[src/rtl/divider_lock_controller.sv]
// Closed-loop calibration of the psi clock divider.
// Steps the divisor until psi high time sits within tolerance.
module divider_lock_controller #(
    parameter int DIV_W     = 4,
    parameter int CNT_W     = 8,
    parameter int LOCK_CNT  = 3,
    parameter int MAX_TRIES = 16,
    parameter int WDT_W     = 12
) (
    input  logic             clk,
    input  logic             rst,
    input  logic             start,
    input  logic             abort,
    input  logic             psi,
    input  logic [CNT_W-1:0] setPeriod,
    input  logic [3:0]       tolerance,
    input  logic [DIV_W-1:0] initDiv,
    output logic [DIV_W-1:0] div_out,
    output logic             busy,
    output logic             locked,
    output logic             fail,
    output logic             meas_valid,
    output logic [CNT_W-1:0] last_duration
);

    localparam int TRY_W = $clog2(MAX_TRIES + 1);

    typedef enum logic [2:0] {
        S_IDLE,
        S_LOAD,
        S_WAIT_RISE,
        S_MEASURE,
        S_EVAL,
        S_SETTLE,
        S_LOCKED,
        S_FAIL
    } state_t;

    state_t           state;
    state_t           state_nxt;
    logic [DIV_W-1:0] div_nxt;
    logic [CNT_W-1:0] ld_nxt;
    logic [CNT_W-1:0] dur;
    logic [CNT_W-1:0] dur_nxt;
    logic [TRY_W-1:0] tries;
    logic [TRY_W-1:0] tries_nxt;
    logic [TRY_W-1:0] tries_inc;
    logic [3:0]       good;
    logic [3:0]       good_nxt;
    logic [3:0]       good_inc;
    logic [WDT_W-1:0] wdt;
    logic [WDT_W-1:0] wdt_nxt;
    logic             psi_d;
    logic             rise;
    logic             fall;
    logic             counting;
    logic             wdt_expired;
    logic [CNT_W:0]   diff;
    logic             in_tol;
    logic             step_up;
    logic             at_lim;

    assign rise        = psi & ~psi_d;
    assign fall        = ~psi & psi_d;
    assign counting    = (state == S_WAIT_RISE) ||
                         (state == S_MEASURE) ||
                         (state == S_SETTLE);
    assign wdt_expired = counting && (wdt == '1) && !(rise || fall);
    assign tries_inc   = tries + 1'b1;
    assign good_inc    = good + 1'b1;
    assign step_up     = last_duration < setPeriod;
    assign at_lim      = step_up ? (div_out == '1) : (div_out == '0);
    assign in_tol      = diff <= {{(CNT_W - 3){1'b0}}, tolerance};

    assign busy   = (state == S_LOAD) || (state == S_EVAL) || counting;
    assign locked = (state == S_LOCKED);
    assign fail   = (state == S_FAIL);

    // absolute error between the last measurement and the live target
    always_comb begin
        diff = '0;
        if (last_duration >= setPeriod)
            diff = {1'b0, last_duration} - {1'b0, setPeriod};
        else
            diff = {1'b0, setPeriod} - {1'b0, last_duration};
    end

    // next-state, datapath updates and the measurement strobe
    always_comb begin
        state_nxt  = state;
        div_nxt    = div_out;
        ld_nxt     = last_duration;
        dur_nxt    = dur;
        tries_nxt  = tries;
        good_nxt   = good;
        meas_valid = 1'b0;
        if (rise || fall)
            wdt_nxt = '0;
        else if (counting)
            wdt_nxt = wdt + 1'b1;
        else
            wdt_nxt = wdt;

        unique case (state)
            S_IDLE: begin
                if (start)
                    state_nxt = S_LOAD;
            end
            S_LOAD: begin
                div_nxt   = initDiv;
                tries_nxt = '0;
                good_nxt  = '0;
                wdt_nxt   = '0;
                state_nxt = S_WAIT_RISE;
            end
            S_WAIT_RISE: begin
                if (wdt_expired) begin
                    state_nxt = S_FAIL;
                end else if (rise) begin
                    dur_nxt   = 1;
                    state_nxt = S_MEASURE;
                end
            end
            S_MEASURE: begin
                if (wdt_expired) begin
                    state_nxt = S_FAIL;
                end else if (fall) begin
                    ld_nxt     = dur;
                    meas_valid = 1'b1;
                    state_nxt  = S_EVAL;
                end else if (psi && dur != '1) begin
                    dur_nxt = dur + 1'b1;
                end
            end
            S_EVAL: begin
                if (in_tol) begin
                    good_nxt = good_inc;
                    if (good_inc == 4'(LOCK_CNT))
                        state_nxt = S_LOCKED;
                    else
                        state_nxt = S_SETTLE;
                end else begin
                    good_nxt  = '0;
                    tries_nxt = tries_inc;
                    if (!at_lim)
                        div_nxt = step_up ? div_out + 1'b1
                                          : div_out - 1'b1;
                    if (at_lim || tries_inc == TRY_W'(MAX_TRIES))
                        state_nxt = S_FAIL;
                    else
                        state_nxt = S_SETTLE;
                end
            end
            S_SETTLE: begin
                if (wdt_expired)
                    state_nxt = S_FAIL;
                else if (fall)
                    state_nxt = S_WAIT_RISE;
            end
            S_LOCKED, S_FAIL: begin
                if (start)
                    state_nxt = S_LOAD;
            end
            default: state_nxt = S_IDLE;
        endcase

        if (abort) begin
            state_nxt  = S_IDLE;
            div_nxt    = div_out;
            ld_nxt     = last_duration;
            dur_nxt    = dur;
            good_nxt   = '0;
            tries_nxt  = '0;
            wdt_nxt    = '0;
            meas_valid = 1'b0;
        end
    end

    // state and datapath registers
    always_ff @(posedge clk or posedge rst) begin
        if (rst) begin
            state         <= S_IDLE;
            div_out       <= '0;
            last_duration <= '0;
            dur           <= '0;
            tries         <= '0;
            good          <= '0;
            wdt           <= '0;
            psi_d         <= 1'b0;
        end else begin
            state         <= state_nxt;
            div_out       <= div_nxt;
            last_duration <= ld_nxt;
            dur           <= dur_nxt;
            tries         <= tries_nxt;
            good          <= good_nxt;
            wdt           <= wdt_nxt;
            psi_d         <= psi;
        end
    end

endmodule

[config.mk]
export PLATFORM = sky130hd
export DESIGN_NAME = divider_lock_controller
export DESIGN_NICKNAME = d
export VERILOG_FILES = /design/src/rtl/divider_lock_controller.sv
export SDC_FILE = /design/constraint.sdc
export NUM_CORES = 1
export LEC_CHECK = 0
export BUFFER_PORTS_ARGS = -buffer_cell sky130_fd_sc_hd__buf_2
export CAP_MARGIN = 40
export CELL_PAD_IN_SITES_DETAIL_PLACEMENT = 1
export CELL_PAD_IN_SITES_GLOBAL_PLACEMENT = 2
export CORE_MARGIN = 2
export CORE_UTILIZATION = 35
export CTS_CLUSTER_DIAMETER = 120
export DETAILED_ROUTE_END_ITERATION = 10
export GPL_TIMING_DRIVEN = 0
export PLACE_DENSITY = 0.78
export SYNTH_ARGS = -nofsm -noshare
export SYNTH_HDL_FRONTEND = slang
export SYNTH_SLANG_ARGS = --single-unit
[constraint.sdc]
create_clock -name clk -period 5 [get_ports clk]
set_input_delay 0.5 -clock clk [delete_from_list [all_inputs] [get_ports clk]]
set_output_delay 0.5 -clock clk [all_outputs]
set_load 0.03 [all_outputs]
==> impl_metrics.csv, run 1 <==
group,metric,value,unit
synth,synthesized_area_fraction_occupied_by_ao_oa_aoi_and_oai_cells,19.3,%
clocking,clock-root-buffer,"sky130_fd_sc_hd__clkbuf_8",
route,number_of_vias_after_detailed_routing,3010,
timing,finalMaxSlewViolations,0,
timing,setup_violations,0,
critical_path,cp_data_arrival_time,4380,ps
timing,hold_viol,0,
timing,rsz0062_at_grt,"false",
worst_hold_path,worst_hold_path_type,"in2async",
timing,final_worst_path_cycle_share,83.9,%
timing,maxSlewHeadroom,40.8,%
route,ant_nets,0,
place,placement.setup.worst_slack,551,ps
floorplan,fp.coreArea,0.00973,mm2
timing,final.min_clock_period,4190,ps
floorplan,die_w,104,um
clocking,cts.repair.resized,0,
clocking,postCtsSetupRepairBufs,0,
clocking,cts_num_sinks,45,
global_routing,via_count_of_the_first_global_routing_pass,3139,
job,max_cap_violations,0,
critical_path,critical_path.slowest_cell,"sky130_fd_sc_hd__dfrtp_1",
critical_path,cp-end-kind,"register",
clocking,clock_path_buffers,2,
synth,avgSynthCellArea,8.67,um2
route,drt-pass1-iter-count,4,
synth,synthAdderAreaFrac,12.5,%
synth,synth_top_area_share,32.3,%
floorplan,row_count,36,
timing,timing.final.ws_setup,807,ps
power_and_ir_drop,cellLeakagePower,1.83,nW
critical_path,crit_required,5190,ps
route,remaining_drc_errors,0,
clocking,cts_tree,"done",
critical_path,crit_path_end,"div_out[2]",
power_and_ir_drop,finalPower,1.14,mW
synth,synth_cell_type_count,58,
synth,mappedNetlistNets,456,
power_and_ir_drop,ir_worst_vdd,0.159,mV
timing,fin_tns_setup,0,ps
critical_path,rr_worst_depth,16,
timing,final.setup_skew,6.60,ps
cells_and_area,final_cell_count_no_fill,580,
synth,ys_top_cells_by_area,"sky130_fd_sc_hd__dfrtp_1 (32%), sky130_fd_sc_hd__ha_1 (11%), sky130_fd_sc_hd__mux2_2 (4.5%)",
status,status,"complete, no violations",
route,wire_per_inst,15.2,um
critical_path,worstSetupStartpointType,"register",
cells_and_area,n_fill_cell,1187,
timing,worst-slew-pin-transition,879,ps
synth,muxShareOfSynthArea,5.96,%
critical_path,r2r_end,"div_out[2]",
critical_path,r2r-start,"last_duration[6]",
route,drt_first_iter_violations,56,
synth,synth_largest_area_cell,"sky130_fd_sc_hd__dfrtp_1",
synth,syn_std_cell_area,0.00349,mm2
cells_and_area,final_layout_size_suffix_gt1_share,15.7,%
place,detailed_place_hpwl,6920,um
critical_path,max_stage_delay,420,ps
clocking,cts-buffers-inserted,5,
critical_path,worst-path-max-fanout,10,
synth,synth_async_sr_flop_share,100,%
synth,synth_seq_area_share,32.3,%
cells_and_area,nets,500,
global_routing,remaining_overflow_grt,0,
synth,yosys_register_bits,45,
clocking,clkSlewWorstSetupHoldPaths,90,ps
place,buffer_ports.inserted,36,
critical_path,rrSetupSlack,810,ps
global_routing,grt_max_degree,28,
synth,yosys_warnings,0,
critical_path,cell_chain_critical_path,"ha_1, clkbuf_1, nand3_1, a21oi_1, o21ai_0, nand2_1, mux2_2, ha_1, nor2b_1, o21ai_0, nand2b_1, a21oi_1, a41o_1, o221ai_4, a21oi_2, mux2_2",
critical_path,critical_path.startpoint,"last_duration[6]",
cells_and_area,area_growth_syn_to_layout,13.3,%
critical_path,worst-setup-path-type,"reg2reg",
global_routing,grt_pass1_wl,15100,um
floorplan,initial_core_util,35.8,%
floorplan,floorplan.die.height,104,um
synth,ys_dominant_reg_cell,"sky130_fd_sc_hd__dfrtp_1",
global_routing,initial_antenna_violation_count,0,
synth,synth_edf_count,0,
clocking,cts_max_level,2,
cells_and_area,diodes,0,
route,detailed_route_wire_length,8830,um
synth,synth-xor-area-share,5.02,%
floorplan,io-pin-count,37,
global_routing,grtUsageTotal,16.8,%
place,placed_cells_incl_taps,572,
synth,synth_top_family_by_area,"simple AND/OR/NAND/NOR gates",
clocking,clk_latency,300,ps
power_and_ir_drop,power_density,289,mW/mm2
route,vias_per_cell,5.19,
floorplan,die_area,0.0108,mm2
timing,clock.fmax,0.239,GHz
place,gp_congestion,0.787,
clocking,cts-hold-fix-buffers,0,
synth,simple_gate_fraction_of_synth_area,19.5,%
synth,synthesis.instances,402,
## cells in the mapped netlist (5+ instances only)
library cell,instances
sky130_fd_sc_hd__inv_1,32
sky130_fd_sc_hd__nand2b_1,13
sky130_fd_sc_hd__a21o_1,8
sky130_fd_sc_hd__ha_1,30
sky130_fd_sc_hd__and3_1,5
sky130_fd_sc_hd__xor2_1,10
sky130_fd_sc_hd__o21ai_0,30
sky130_fd_sc_hd__nand4_1,5
sky130_fd_sc_hd__mux2i_1,5
sky130_fd_sc_hd__mux2_2,14
sky130_fd_sc_hd__dfrtp_1,45
sky130_fd_sc_hd__nor3_1,10
sky130_fd_sc_hd__a21oi_1,27
sky130_fd_sc_hd__nor2_1,35
sky130_fd_sc_hd__nand3_1,18
sky130_fd_sc_hd__xnor2_1,10
sky130_fd_sc_hd__clkbuf_1,9
sky130_fd_sc_hd__nand2_1,28
## metrics by stage
stage	hold slack, ps	utilization (%)	cell area, um2
final	201	40.6	3950
after global routing	212	40.6	3950
after CTS	202	40.6	3950
after detailed placement	514	39.6	3850
after global placement	506	39.4	3830
after floorplan	464	-	3490
## cell usage in the layout, fill, tap and decap left out, drive strengths merged, types with 3 or more instances in the layout
cell	n
dfrtp	45
buf	42
nor2	35
inv	32
o21ai	31
ha	30
a21oi	30
nand2	28
nand3	18
clkbuf	15
mux2	14
nand2b	13
xnor2	10
nor3	10
xor2	10
a21o	8
and3	5
nand4	5
mux2i	5
or3	4
nor2b	4
a211oi	3
and2	3
nor3b	3
a211o	3
a22o	3
o31ai	3
fa	3
## report_power, final
part,switching (mW),internal (mW)
clock network,0.133,0.112
logic,0.281,0.166
registers,0.0500,0.399
## metal layers
metal	share of wire (%)	up-vias	global-route usage, %
met4	1.5	0	4.34
li1	-	1506	-
met1	43	1468	19.8
met5	0	-	0
met2	53	28	31.4
met3	2.0	8	2.64
## cell families (layout without fill, tap and decap cells)
group	after synthesis	count (layout)
AOI/OAI and AO/OA	102	102
buffers and inverters	46	91
muxes	19	19
and+or+nand+nor	137	137
xor gates and xnor gates	20	20
adders and majority gates	33	33
DFF	45	45
## critical path, delay by kind of cell, from the launching register on
family	cells	cell delay, ps
compound gates	7	1260
mux	2	750
simple gates	4	690
fa+ha+maj	2	610
flops	1	420
buf+inv	1	340
## final cells by class
cell class                 count  area [um2]  share of cell area (%)
timing repair buffer          37         200                    5.07
multi-input combinational    311        2170                    54.9
clock buffer                   6        82.6                    2.09
inverter                      32         120                    3.04
sequential                    45        1130                    28.5
clock inverter                 2        13.8                   0.348
buffer                        14        71.3                    1.81
tap                          133         166                    4.21
## worst min path at each step
stage | start | to | slack (ps) | cells past startpoint
after detailed placement | dur[7] | dur[7] | 510 | 1
after floorplan | dur[7] | dur[7] | 460 | 1
after CTS | rst | wdt[1] | 200 | 2
final | rst | div_out[1] | 200 | 2
after global placement | dur[7] | dur[7] | 510 | 1
after global routing | rst | wdt[1] | 210 | 2
## flip-flops by register name (all words and copies together) (netlist names)
register and flops:
last_duration 8, state 3, wdt 12, tries 5
psi_d 1, div_out 4, good 4, dur 8
Power figures use the tool's default switching activity.
==> run 2: changes to the inputs <==
- ABC_AREA: default -> 1
- PLACE_DENSITY: 0.78 -> 0.81
- clock period: 5 -> 4.25 ns (I/O delays scaled with it)
==> run 2 against run 1 <==
  * Non-clock buffer count shrank 11
  * Sequential power rose by 32%
  * Sequential share of layout area decreased by 1.5 points
  * First-iteration DRC count up 32%
  * Final cell count grew 17%
  * Flip-flop and latch count did not move
  * Synthesized area up 6.2%
  * Fmax up 11%
  * Synthesized cell count grew 24%
  * Worst hold slack got worse by 86 ps
==> impl_metrics.csv, run 2 <==
group,metric,value,unit
clocking,clkSlewWorstSetupHoldPaths,100,ps
cells_and_area,registers.top_by_ff_count,"wdt",
timing,hold_worst_slack,115,ps
clocking,clock-root-buffer,"sky130_fd_sc_hd__clkbuf_8",
status,status,"complete, no violations",
cells_and_area,mostFrequentLayoutCell,"sky130_fd_sc_hd__nand2_1",
floorplan,row_count,37,
power_and_ir_drop,ir_worst_vdd,0.195,mV
clocking,cts_num_sinks,45,
critical_path,cp_data_arrival_time,4020,ps
route,detailed_route_wire_length,9410,um
route,vias_per_cell,4.86,
floorplan,fp.coreArea,0.0103,mm2
floorplan,die_w,107,um
clocking,cts_max_level,2,
clocking,cts.repair.resized,0,
synth,synth_seq_area_share,30.4,%
floorplan,floorplan.die.height,107,um
synth,synthesis.instances,497,
place,detailed_place_hpwl,7760,um
critical_path,worstSetupStartpointType,"register",
timing,final.min_clock_period,3770,ps
floorplan,die_area,0.0114,mm2
timing,timing.final.ws_setup,476,ps
job,max_cap_violations,0,
route,wire_per_inst,13.9,um
clocking,postCtsSetupRepairBufs,0,
global_routing,grtUsageTotal,17.5,%
route,ant_nets,0,
cells_and_area,layout_common_cells,"sky130_fd_sc_hd__nand2_1 (108), sky130_fd_sc_hd__inv_1 (73), sky130_fd_sc_hd__dfrtp_1 (45)",
synth,synth_largest_area_cell,"sky130_fd_sc_hd__dfrtp_1",
floorplan,initial_core_util,36.0,%
route,remaining_drc_errors,0,
critical_path,worst-path-max-fanout,7,
place,placement.setup.worst_slack,315,ps
place,placedInstanceArea,0.00407,mm2
synth,most_instantiated_cells_after_synthesis,"sky130_fd_sc_hd__nand2_1 (108), sky130_fd_sc_hd__inv_1 (74), sky130_fd_sc_hd__dfrtp_1 (45)",
place,buffer_ports.inserted,36,
synth,synth_cell_type_count,50,
synth,ys_top_cells_by_area,"sky130_fd_sc_hd__dfrtp_1 (30%), sky130_fd_sc_hd__nand2_1 (11%), sky130_fd_sc_hd__ha_1 (10%)",
power_and_ir_drop,cellLeakagePower,2.08,nW
route,drt_first_iter_violations,74,
synth,yosys_warnings,0,
timing,final.setup_skew,14.1,ps
floorplan,io-pin-count,37,
cells_and_area,layout_top_registers,"wdt (12), dur (8), last_duration (8)",
power_and_ir_drop,power_density,509,mW/mm2
timing,setup_violations,0,
place,placed_cells_incl_taps,670,
clocking,cts-buffers-inserted,5,
critical_path,worst-setup-path-type,"reg2reg",
clocking,cts-hold-fix-buffers,0,
synth,synth_top_area_share,30.4,%
critical_path,cp-end-kind,"register",
timing,hold_viol,0,
synth,yosys_register_bits,45,
power_and_ir_drop,finalPower,2.12,mW
timing,finalMaxSlewViolations,0,
global_routing,initial_antenna_violation_count,0,
timing,final_worst_path_cycle_share,88.8,%
timing,clock.fmax,0.265,GHz
place,gp_congestion,0.815,
synth,syn_std_cell_area,0.00370,mm2
route,drt-pass1-iter-count,4,
cells_and_area,largest_register_ffs,12,
clocking,clk_latency,310,ps
global_routing,grt_max_degree,28,
cells_and_area,nets,595,
global_routing,remaining_overflow_grt,0,
cells_and_area,final_cell_count_no_fill,678,
cells_and_area,area_growth_syn_to_layout,12.5,%
synth,synth_async_sr_flop_share,100,%
cells_and_area,final_core_util,40.6,%
cells_and_area,post-route-cell-area,0.00417,mm2
timing,rsz0062_at_grt,"false",
clocking,clock_path_buffers,2,
critical_path,crit_required,4500,ps
cells_and_area,diodes,0,
worst_hold_path,worst_hold_path_type,"in2async",
synth,avgSynthCellArea,7.45,um2
timing,maxSlewHeadroom,49.0,%
route,number_of_vias_after_detailed_routing,3298,
synth,ys_dominant_reg_cell,"sky130_fd_sc_hd__dfrtp_1",
synth,synth_edf_count,0,
cells_and_area,final_layout_size_suffix_gt1_share,19.2,%
synth,mappedNetlistNets,551,
clocking,cts_tree,"done",
timing,fin_tns_setup,0,ps
global_routing,via_count_of_the_first_global_routing_pass,3422,
timing,worst-slew-pin-transition,760,ps
global_routing,grt_pass1_wl,16200,um
synth,post-synth-top-count-cell,"sky130_fd_sc_hd__nand2_1",
[run 2: area by class of cell]
class / instances / area [um2]
Clock buffer: 5 / 68.8
Multi-Input combinational cell: 367 / 2250
Clock inverter: 3 / 25.0
Sequential cell: 45 / 1130
Buffer: 3 / 21.3
Timing Repair Buffer: 37 / 200
Inverter: 82 / 308
Fill cell: 1331 / 6110
Tap cell: 136 / 170
[run 2: cell families (layout without fill, tap and decap cells)]
| kind of cell | Yosys count | count (layout) | synth area share [%] |
|---|---|---|---|
| buffers and inverters | 85 | 130 | 8.89 |
| AOI/OAI and AO/OA | 83 | 83 | 13.3 |
| DFF | 45 | 45 | 30.4 |
| adders and majority gates | 33 | 33 | 11.8 |
| muxes | 1 | 1 | 0.270 |
| xor gates and xnor gates | 10 | 10 | 2.37 |
| and+or+nand+nor | 240 | 240 | 33.0 |
[run 2: final timing paths]
kind	startpoint	depth (start not counted)	slack, ps	endpoint
setup reg to reg	last_duration[3]	22	480	div_out[0]
hold reg to reg	wdt[0]	1	510	wdt[0]
max in group asynchronous	rst	3	3630	state[2]
setup / recovery	last_duration[3]	22	480	div_out[0]
hold / removal	rst	2	120	state[0]
min in group clk	psi	1	270	psi_d
[run 2: per-layer routing]
metal | GRT usage, % | part of all wire (%) | wire length (um)
met3 | 1.76 | 2.0 | 192
met1 | 24.4 | 49 | 4630
met4 | 3.62 | 0.35 | 33
met5 | 0 | 0 | 0
met2 | 29.6 | 48 | 4550
[run 2: power breakdown]
| part | switching (mW) | internal, mW | total, mW |
|---|---|---|---|
| clock | 0.169 | 0.119 | 0.288 |
| combinational | 0.828 | 0.414 | 1.24 |
| sequential | 0.0933 | 0.497 | 0.591 |
[run 2: worst max-delay path, cell delays in order, from the launching register on]
cell and delay [ps]:
sky130_fd_sc_hd__dfrtp_1 440, sky130_fd_sc_hd__ha_1 430, sky130_fd_sc_hd__nand2_2 160, sky130_fd_sc_hd__inv_2 50, sky130_fd_sc_hd__nand2_2 90, sky130_fd_sc_hd__nand2_2 50
sky130_fd_sc_hd__nand2_2 90, sky130_fd_sc_hd__nand4_2 210, sky130_fd_sc_hd__o21ai_0 280, sky130_fd_sc_hd__xor2_1 160, sky130_fd_sc_hd__inv_1 60, sky130_fd_sc_hd__ha_1 310
sky130_fd_sc_hd__a21oi_1 150, sky130_fd_sc_hd__a21boi_0 100, sky130_fd_sc_hd__o21ai_0 420, sky130_fd_sc_hd__nand2_4 120, sky130_fd_sc_hd__nor2_8 130, sky130_fd_sc_hd__nand3_4 90
sky130_fd_sc_hd__nand2_2 80, sky130_fd_sc_hd__nand2_4 70, sky130_fd_sc_hd__nand2_8 100, sky130_fd_sc_hd__nand2_2 60, sky130_fd_sc_hd__o21ai_2 60
